===== config.mk =====
export PLATFORM = sky130hd
export DESIGN_NAME = reorder_buffer
export DESIGN_NICKNAME = d
export VERILOG_FILES = /design/src/rtl/reorder_buffer.sv
export SDC_FILE = /design/constraint.sdc
export NUM_CORES = 1
export LEC_CHECK = 0
export ABC_AREA = 1
export CAP_MARGIN = 20
export CORE_ASPECT_RATIO = 1.1
export CORE_MARGIN = 2
export CORE_UTILIZATION = 60
export CTS_CLUSTER_SIZE = 16
export DETAILED_ROUTE_END_ITERATION = 8
export PLACE_DENSITY = 0.78
export SLEW_MARGIN = 20
export SYNTH_ARGS = -nofsm -noshare
export SYNTH_HDL_FRONTEND = slang
export SYNTH_SLANG_ARGS = --single-unit

===== constraint.sdc =====
create_clock -name clk_in -period 2.7 [get_ports clk_in]
set_input_delay 0.27 -clock clk_in [delete_from_list [all_inputs] [get_ports clk_in]]
set_output_delay 0.27 -clock clk_in [all_outputs]
set_load 0.005 [all_outputs]

===== src/rtl/reorder_buffer.sv =====
// Reorder buffer: allocates tags in program order, captures CDB results out of
// order, and commits one instruction per cycle with flush on mispredict.
module reorder_buffer #(
  parameter int DEPTH = 8,
  parameter int PTR_W = 3
) (
  input  logic              clk_in,
  input  logic              rst_in,
  input  logic              rdy_in,
  input  logic              alloc_req,
  input  logic [4:0]        alloc_rd,
  output logic [3:0]        alloc_tag,
  output logic              full,
  input  logic              cdb_active,
  input  logic [3:0]        cdb_tag,
  input  logic [31:0]       cdb_val,
  input  logic [31:0]       cdb_addr,
  input  logic              cdb_mispredict,
  output logic              submit_valid_rs,
  output logic [3:0]        submit_tag_rs,
  output logic [31:0]       submit_val_rs,
  output logic [4:0]        submit_rd,
  output logic              predict_fail,
  output logic [31:0]       redirect_pc
);

  localparam logic [PTR_W:0]   LP_DEPTH = (PTR_W+1)'(DEPTH);
  localparam logic [PTR_W-1:0] LP_LAST  = PTR_W'(DEPTH - 1);

  logic [DEPTH-1:0]       r_busy, r_ready, r_mis;
  logic [DEPTH-1:0][4:0]  r_rd;
  logic [DEPTH-1:0][31:0] r_val, r_tgt;
  logic [PTR_W-1:0]       r_head, r_tail;
  logic [PTR_W:0]         r_count;

  logic                   w_commit, w_flush, w_alloc, w_cdb_hit;
  logic [PTR_W-1:0]       w_cdb_idx, w_head_nxt, w_tail_nxt;

  assign alloc_tag = 4'(r_tail) + 4'd1;
  assign full      = (r_count == LP_DEPTH);

  assign w_head_nxt = (r_head == LP_LAST) ? '0 : r_head + 1'b1;
  assign w_tail_nxt = (r_tail == LP_LAST) ? '0 : r_tail + 1'b1;

  // Commit sees only pre-edge ready bits, so CDB data never bypasses into it.
  assign w_commit  = (r_count != '0) && r_ready[r_head] && !predict_fail;
  assign w_flush   = w_commit && r_mis[r_head];
  assign w_alloc   = alloc_req && !full && !predict_fail && !w_flush;
  assign w_cdb_idx = PTR_W'(cdb_tag - 4'd1);
  assign w_cdb_hit = cdb_active && !predict_fail && !w_flush &&
                     (cdb_tag != 4'd0) && ({1'b0, cdb_tag} <= 5'(DEPTH)) &&
                     r_busy[w_cdb_idx];

  always_ff @(posedge clk_in or negedge rst_in) begin
    if (!rst_in) begin
      r_busy  <= '0;
      r_ready <= '0;
      r_mis   <= '0;
      r_rd    <= '0;
      r_val   <= '0;
      r_tgt   <= '0;
    end else if (rdy_in) begin
      for (int i = 0; i < DEPTH; i++) begin
        if (w_flush || (w_commit && r_head == PTR_W'(i))) begin
          r_busy[i]  <= 1'b0;
          r_ready[i] <= 1'b0;
        end else if (w_alloc && r_tail == PTR_W'(i)) begin
          r_busy[i]  <= 1'b1;
          r_ready[i] <= 1'b0;
          r_rd[i]    <= alloc_rd;
          r_mis[i]   <= 1'b0;
        end else if (w_cdb_hit && w_cdb_idx == PTR_W'(i)) begin
          r_val[i]   <= cdb_val;
          r_tgt[i]   <= cdb_addr;
          r_mis[i]   <= cdb_mispredict;
          r_ready[i] <= 1'b1;
        end
      end
    end
  end

  always_ff @(posedge clk_in or negedge rst_in) begin
    if (!rst_in) begin
      r_head          <= '0;
      r_tail          <= '0;
      r_count         <= '0;
      submit_valid_rs <= 1'b0;
      submit_tag_rs   <= '0;
      submit_val_rs   <= '0;
      submit_rd       <= '0;
      predict_fail    <= 1'b0;
      redirect_pc     <= '0;
    end else if (rdy_in) begin
      if (w_flush) begin
        r_head  <= '0;
        r_tail  <= '0;
        r_count <= '0;
      end else begin
        if (w_commit) r_head <= w_head_nxt;
        if (w_alloc)  r_tail <= w_tail_nxt;
        r_count <= r_count + (PTR_W+1)'(w_alloc) - (PTR_W+1)'(w_commit);
      end
      submit_valid_rs <= w_commit;
      if (w_commit) begin
        submit_tag_rs <= 4'(r_head) + 4'd1;
        submit_val_rs <= r_val[r_head];
        submit_rd     <= r_rd[r_head];
      end
      predict_fail <= w_flush;
      if (w_flush) redirect_pc <= r_tgt[r_head];
    end
  end

endmodule

=== Word-level counts from Yosys, hierarchy flattened ===
Cells that the tools add are included.

* Add/sub/neg operators: 7
* Multipliers: 0
* Divide/modulo/power cells: 0
* Order comparisons: 3
* Equal/unequal tests: 22
* Shift operators: 0
* Muxes and demuxes: 75
* Bitwise operators: 16
* Reductions and logical operators: 121

{| class="wikitable"
|+ Operator list
! operator !! count
|-
| $bmux 32 s3 || 2
|-
| $mux 32 || 2
|-
| $mux 1 || 59
|-
| $reduce_and 3->1 || 16
|-
| $reduce_and 2->1 || 20
|-
| $eq 3x3->1 const B || 12
|-
| $reduce_bool 2->1 || 18
|-
| $logic_and 1x1->1 || 35
|-
| $reduce_and 4->1 || 8
|-
| $reduce_bool 3->1 || 8
|-
| $eq 3x2->1 const B || 6
|-
| $mux 3 || 6
|-
| $not 1->1 || 16
|-
| $bmux 5 s3 || 1
|-
| $bmux 1 s3 || 3
|-
| $eq 3x1->1 const B || 3
|-
| $logic_not 3->1 || 3
|-
| $add 3x1->4 const B || 2
|-
| $logic_or 1x1->1 || 8
|-
| $lt 3x4->1 const B || 2
|-
| $reduce_bool 4->1 || 2
|-
| $add 3x1->3 const B || 2
|-
| $mux 5 || 1
|-
| $add 4x1->4 || 1
|-
| other kinds (6) || 8
|}

* Register bits after elaboration: 661
* Bits in latches: 0
* RAM bits: 0
* ROM bits: 0
* Bits of input ports: 79
* Output and inout bits: 80
* Logic and storage cells: 301
* Memories: 0

=== Depth between registers and ports, before layout ===
* Depth in word-level cells: 14
* Mapped depth: 16
* Mapped depth without buffers: 14

=== Worst setup path before layout ===
No wires, ideal clock.

* Kind: register to register
* Start point: register r_head[0]
* End point: register r_val[22] in the netlist's numbering
* Setup time: 0.065 ns
* Arrival time: 2.459 ns
* Data required time: 2.635 ns
* Path slack: 0.176 ns
* Stages on the path, launching flop included: 14
* Path buffers: 5
* Period minus slack after synthesis: 2.524 ns
* Cell sequence: dfrtp_1 > inv_2 > clkbuf_1 > clkbuf_1 > clkbuf_1 > ha_1 > nand2_1 > nand2_1 > nand2_1 > nand2_2 > buf_2 > buf_2 > o21ai_0 > nand2_1

* Cells in the longest elaborated chain, start to end: 12
* Elaborated cells between the ends (all ways): 21
* Classes of those cells: 4 x mux; 2 x bitwise; 15 x reduce/logical

{| class="wikitable"
|+ Ends and longest elaborated chain
! item !! line !! source
|-
| start, declared || 33 || <nowiki>logic [PTR_W-1:0] r_head, r_tail;</nowiki>
|-
| start signal, assigned || 99 || <nowiki>if (w_commit) r_head <= w_head_nxt;</nowiki>
|-
| $bmux 1 s3 || 46 || <nowiki>assign w_commit = (r_count != '0) && r_ready[r_head] && !predict_fail;</nowiki>
|-
| $mux 1 (not written as such) || 46 ||
|-
| $logic_and 1x1->1 (2 in a row) || 46 ||
|-
| $logic_and 1x1->1 || 47 || <nowiki>assign w_flush = w_commit && r_mis[r_head];</nowiki>
|-
| $logic_not 1->1 || 48, 50 ||
|-
| $logic_and 1x1->1 (2 in a row) || 50 || <nowiki>assign w_cdb_hit = cdb_active && !predict_fail && !w_flush &&</nowiki>
|-
| $logic_and 1x1->1 (2 in a row) || 51 || <nowiki>(cdb_tag != 4'd0) && ({1'b0, cdb_tag} <= 5'(DEPTH)) &&</nowiki>
|-
| $logic_and 1x1->1 || 72 || <nowiki>end else if (w_cdb_hit && w_cdb_idx == PTR_W'(i)) begin</nowiki>
|-
| $reduce_and 4->1 (no source line) (*) || - ||
|-
| end signal, assigned by index || 73 || <nowiki>r_val[i] <= cdb_val;</nowiki>
|-
| end, declared || 32 || <nowiki>logic [DEPTH-1:0][31:0] r_val, r_tgt;</nowiki>
|}

Every way passes the cells marked *; elsewhere a longest branch is shown, timed or not. The select of a mux whose other input is x is not followed.
A chain may end at the register's enable or synchronous reset.

=== Final worst setup path ===
* Start point: register r_head[0]
* End point: register r_tgt[214] in the netlist's numbering

* Cells in the longest elaborated chain, start to end: 12
* Elaborated cells between the ends (all ways): 21
* Classes of those cells: 1 x eq/ne; 4 x mux; 2 x bitwise; 14 x reduce/logical

{| class="wikitable"
|+ Ends and longest elaborated chain
! item !! line !! source
|-
| $bmux 1 s3 || 46 ||
|-
| $mux 1 (not written as such) || 46 ||
|-
| $logic_and 1x1->1 (2 in a row) || 46 ||
|-
| $logic_and 1x1->1 || 47 ||
|-
| $logic_not 1->1 || 48, 50 ||
|-
| $logic_and 1x1->1 (2 in a row) || 50 ||
|-
| $logic_and 1x1->1 (2 in a row) || 51 ||
|-
| $logic_and 1x1->1 || 72 ||
|-
| $reduce_and 4->1 (no source line) (*) || - ||
|-
| end signal, assigned by index || 74 || <nowiki>r_tgt[i] <= cdb_addr;</nowiki>
|-
| end, declared || 32 ||
|}

Marks and branches as above.

==> results.yml <==
outcome:
  status: "completed"
timing:
  clock.fmax_mhz: 386.8
  skew_ps: 26.59
  report.final.slew_viol_count: 0
  rsz0062_at_grt: "false"
  period_needed_ps: 2586
  timing.slew.headroom_pct: 21.04
  finalSetupViolCount: 0
  finalCritPeriodShare_pct: 95.76
  finalHoldViolations: 0
  fin_hold_ws_ps: 200.7
  max_slew.worst_pin.slew_ps: 1182
pwr:
  pwr-share-clk_pct: 22.9
  seq_power_share_pct: 38.2
  peakVddDrop_uv: 1053
  power_frac_comb_pct: 38.9
  p_per_area_nw_per_um2: 1127
  finalPower_mw: 41.22
  power.switching_mw: 16.39
  total_leakage_power_nw: 18.46
  switching_share_pct: 39.76
  p_int_mw: 24.83
die:
  pin_count: 159
  rows: 88
  core_area_sq_um: 52190
  die-area_sq_um: 54330
  die_w_microns: 222.4
  dieHeight_microns: 244.3
  initial_core_util_pct: 60.34
logic_synthesis:
  ys_seq_area_share_pct: 52.53
  syn_nets: 4025
  yosys.area.top_type_share_pct: 52.53
  post_synth.cell_area_avg_sq_um: 8.027
  async_reset_ff_share_pct: 100.0
  ys_top_cells_by_area: "dfrtp_1, nand2_1, nand3_1, o21ai_0, o21ai_1"
  yosysTopAreaCell: "dfrtp_1"
  syn_area_sq_um: 31490
  ys_warn_count: 0
  synthCells: 3923
  synth-main-ff-cell: "dfrtp_1"
  synthTopCellsByCount: "nand2_1, dfrtp_1, nand3_1"
  synth_edf_count: 0
  synth.most_common_cell: "nand2_1"
  synth_cell_types: 38
  ys_ff_latch: 661
drt:
  drtPass1Iterations: 6
  wirelength_mm: 93.72
  wire_per_inst_microns: 19.99
  drc: 0
  routed_via_density: 6.020
  drtIter0Drc: 3131
  antenna_left: 0
  vias: 28230
clock_network:
  worst_skew_pair.late_latency_ps: 620
  htree_levels: 3
  cts_buffers: 67
  clkTransAtPathRegs_ps: 60
  clock_path_buffers: 3
  root_buffer: "clkbuf_16"
  cts_sinks: 661
  tritoncts: "built"
setup_path:
  cp.arrival_ps: 3070
  cp_num_buf_inv: 4
  cp-startpoint: "r_head[0]"
  cp_top_family: "simple AND/OR/NAND/NOR gates"
  r2r-start: "r_head[0]"
  cp-start-kind: "flop"
  worstSetupPathType: "reg -> reg"
  worst_ep_required_time_ps: 3190
  setup.worst_path.end_class: "flop"
  slowest_stage: "dfrtp_4"
  crit_chain: "buf_12, nand2_1, nand3_1, nand3_1, nand2_1, buf_4, inv_1, a21oi_1, nor2_1, nand3_4, buf_12, nand2_1, nand2_1"
  reg2reg_slack_ps: 110
  crit_cells: 13
  cpPeakStageDelay_ps: 530
  crit_top_cell: "nand2_1"
  worstReg2RegEnd: "r_tgt[214]"
  path_max_fanout: 25
  r2r_cells: 13
hold_path:
  min_path_type: "in -> async"
layout:
  area_growth_pct: 16.10
  fin_nets: 4069
  final_core_util_pct: 70.05
  drive_above_1_share_pct: 7.650
global_route:
  grt_pass1_vias: 27390
  grt_antenna_before_repair: 3
  grt_start_max_net_pins: 153
  track_usage_pct: 34.97
  grt_overflow_total: 0
  grt_pass1_wl_mm: 150.7
placement:
  hpwl_mm: 56.68
  place_congestion: 0.9397
  io_buffers: 158
run:
  drv_cap: 0
## layer usage
layer	vias up	part of all wire, %	wire [microns]	global-route usage, %
met5	-	0.033	31	0
met4	4	3.5	3301	15.67
met3	241	9.7	9109	6.031
met2	1542	46	43120	54.48
met1	13590	41	38160	48.57
li1	12860	-	-	-
## metrics by stage
stage                     area (sq um)  setup TNS, ps  setup WS, ps  instances
final                            36560              0         114.4       4689
after global routing             36560              0         4.922       4689
after CTS                        36480              0         81.44       4682
after detailed placement         34270         -88210        -288.0       4566
after global placement           34270         -76880        -248.8       4566
after floorplan                  31490              0         175.8       3923
## registers in the layout, indices dropped and copies added (netlist names)
signal           count
r_head               3
r_count              4
redirect_pc         32
submit_tag_rs        4
submit_rd            5
r_val              256
submit_val_rs       32
submit_valid_rs      1
r_tgt              256
r_rd                40
predict_fail         1
r_tail               3
r_mis                8
r_busy               8
r_ready              8
## power by group through the flow
| stage | Sequential, mW | Clock (mW) | Combinational [mW] |
|---|---|---|---|
| floorplan | 15.3 | 0 | 9.91 |
| finish | 15.7 | 9.44 | 16.0 |
| global route | 16.2 | 9.92 | 17.6 |
| detailed placement | 15.8 | 0 | 15.5 |
| global placement | 15.7 | 0 | 15.2 |
| CTS | 15.7 | 9.52 | 15.6 |
## cells in the final DEF, fill, tap and decap left out, drive strengths merged
master,Yosys,layout
or2,2,2
clkbuf,193,97
nand3,448,448
fa,1,1
nand2,1558,1558
inv,90,91
o21ai,510,510
bufinv,0,5
nor3,1,1
nand3b,1,1
nand4,9,9
ha,22,22
clkdlybuf4s50,0,157
o31ai,1,1
and2,1,1
o22ai,4,4
xor2,1,1
clkinv,0,9
diode,0,1
xnor2,1,1
clkinvlp,0,3
dlygate4sd3,0,1
dfrtp,661,661
buf,156,166
a21oi,16,16
o221ai,64,64
nor2,105,105
o211ai,14,14
mux2i,64,64
## area by class of cell
class	count	area (sq um)
fillers	4083	15630
clock buffers	97	1964
flip-flops and latches	661	16550
well taps	675	844.6
multi-input cells	2823	13080
diodes	1	2.502
clock inverters	18	227.7
repair buffers	324	3540
inverters	90	349.1
## worst max path at each step
stage / end / slack, ps
final: r_tgt[214] / 110
after global routing: r_count[1] / 5
after CTS: r_tgt[53] / 80
after detailed placement: r_val[94] / -290
after global placement: r_tgt[80] / -250
after floorplan: r_val[22] / 180
## worst reg2reg max path: cells and delay by family, from the launching register on
kind,cells,cell delay [ps]
DFF,1,530
buffers and inverters,4,720
and+or+nand+nor,8,1110
AOI/OAI and AO/OA,1,100
## cells by family after synthesis
logic type               share of synthesized area [%]
AO/OA/AOI/OAI                                    10.62
XOR/XNOR                                       0.05564
adder cells (fa/ha/maj)                         0.9377
buffers and inverters                            6.218
flip-flops                                       52.53
multiplexers                                     2.034
AND/OR/NAND/NOR                                  27.61
## timing repair
action / CTS / global route
gates resized for setup: 0 / 5
setup endpoints to repair: 0 / 213
endpoints found under the hold margin: 103 / 0
hold buffers: 1 / 0
setup buffers: 0 / 6
No activity file was read; power rests on OpenSTA's default activity.
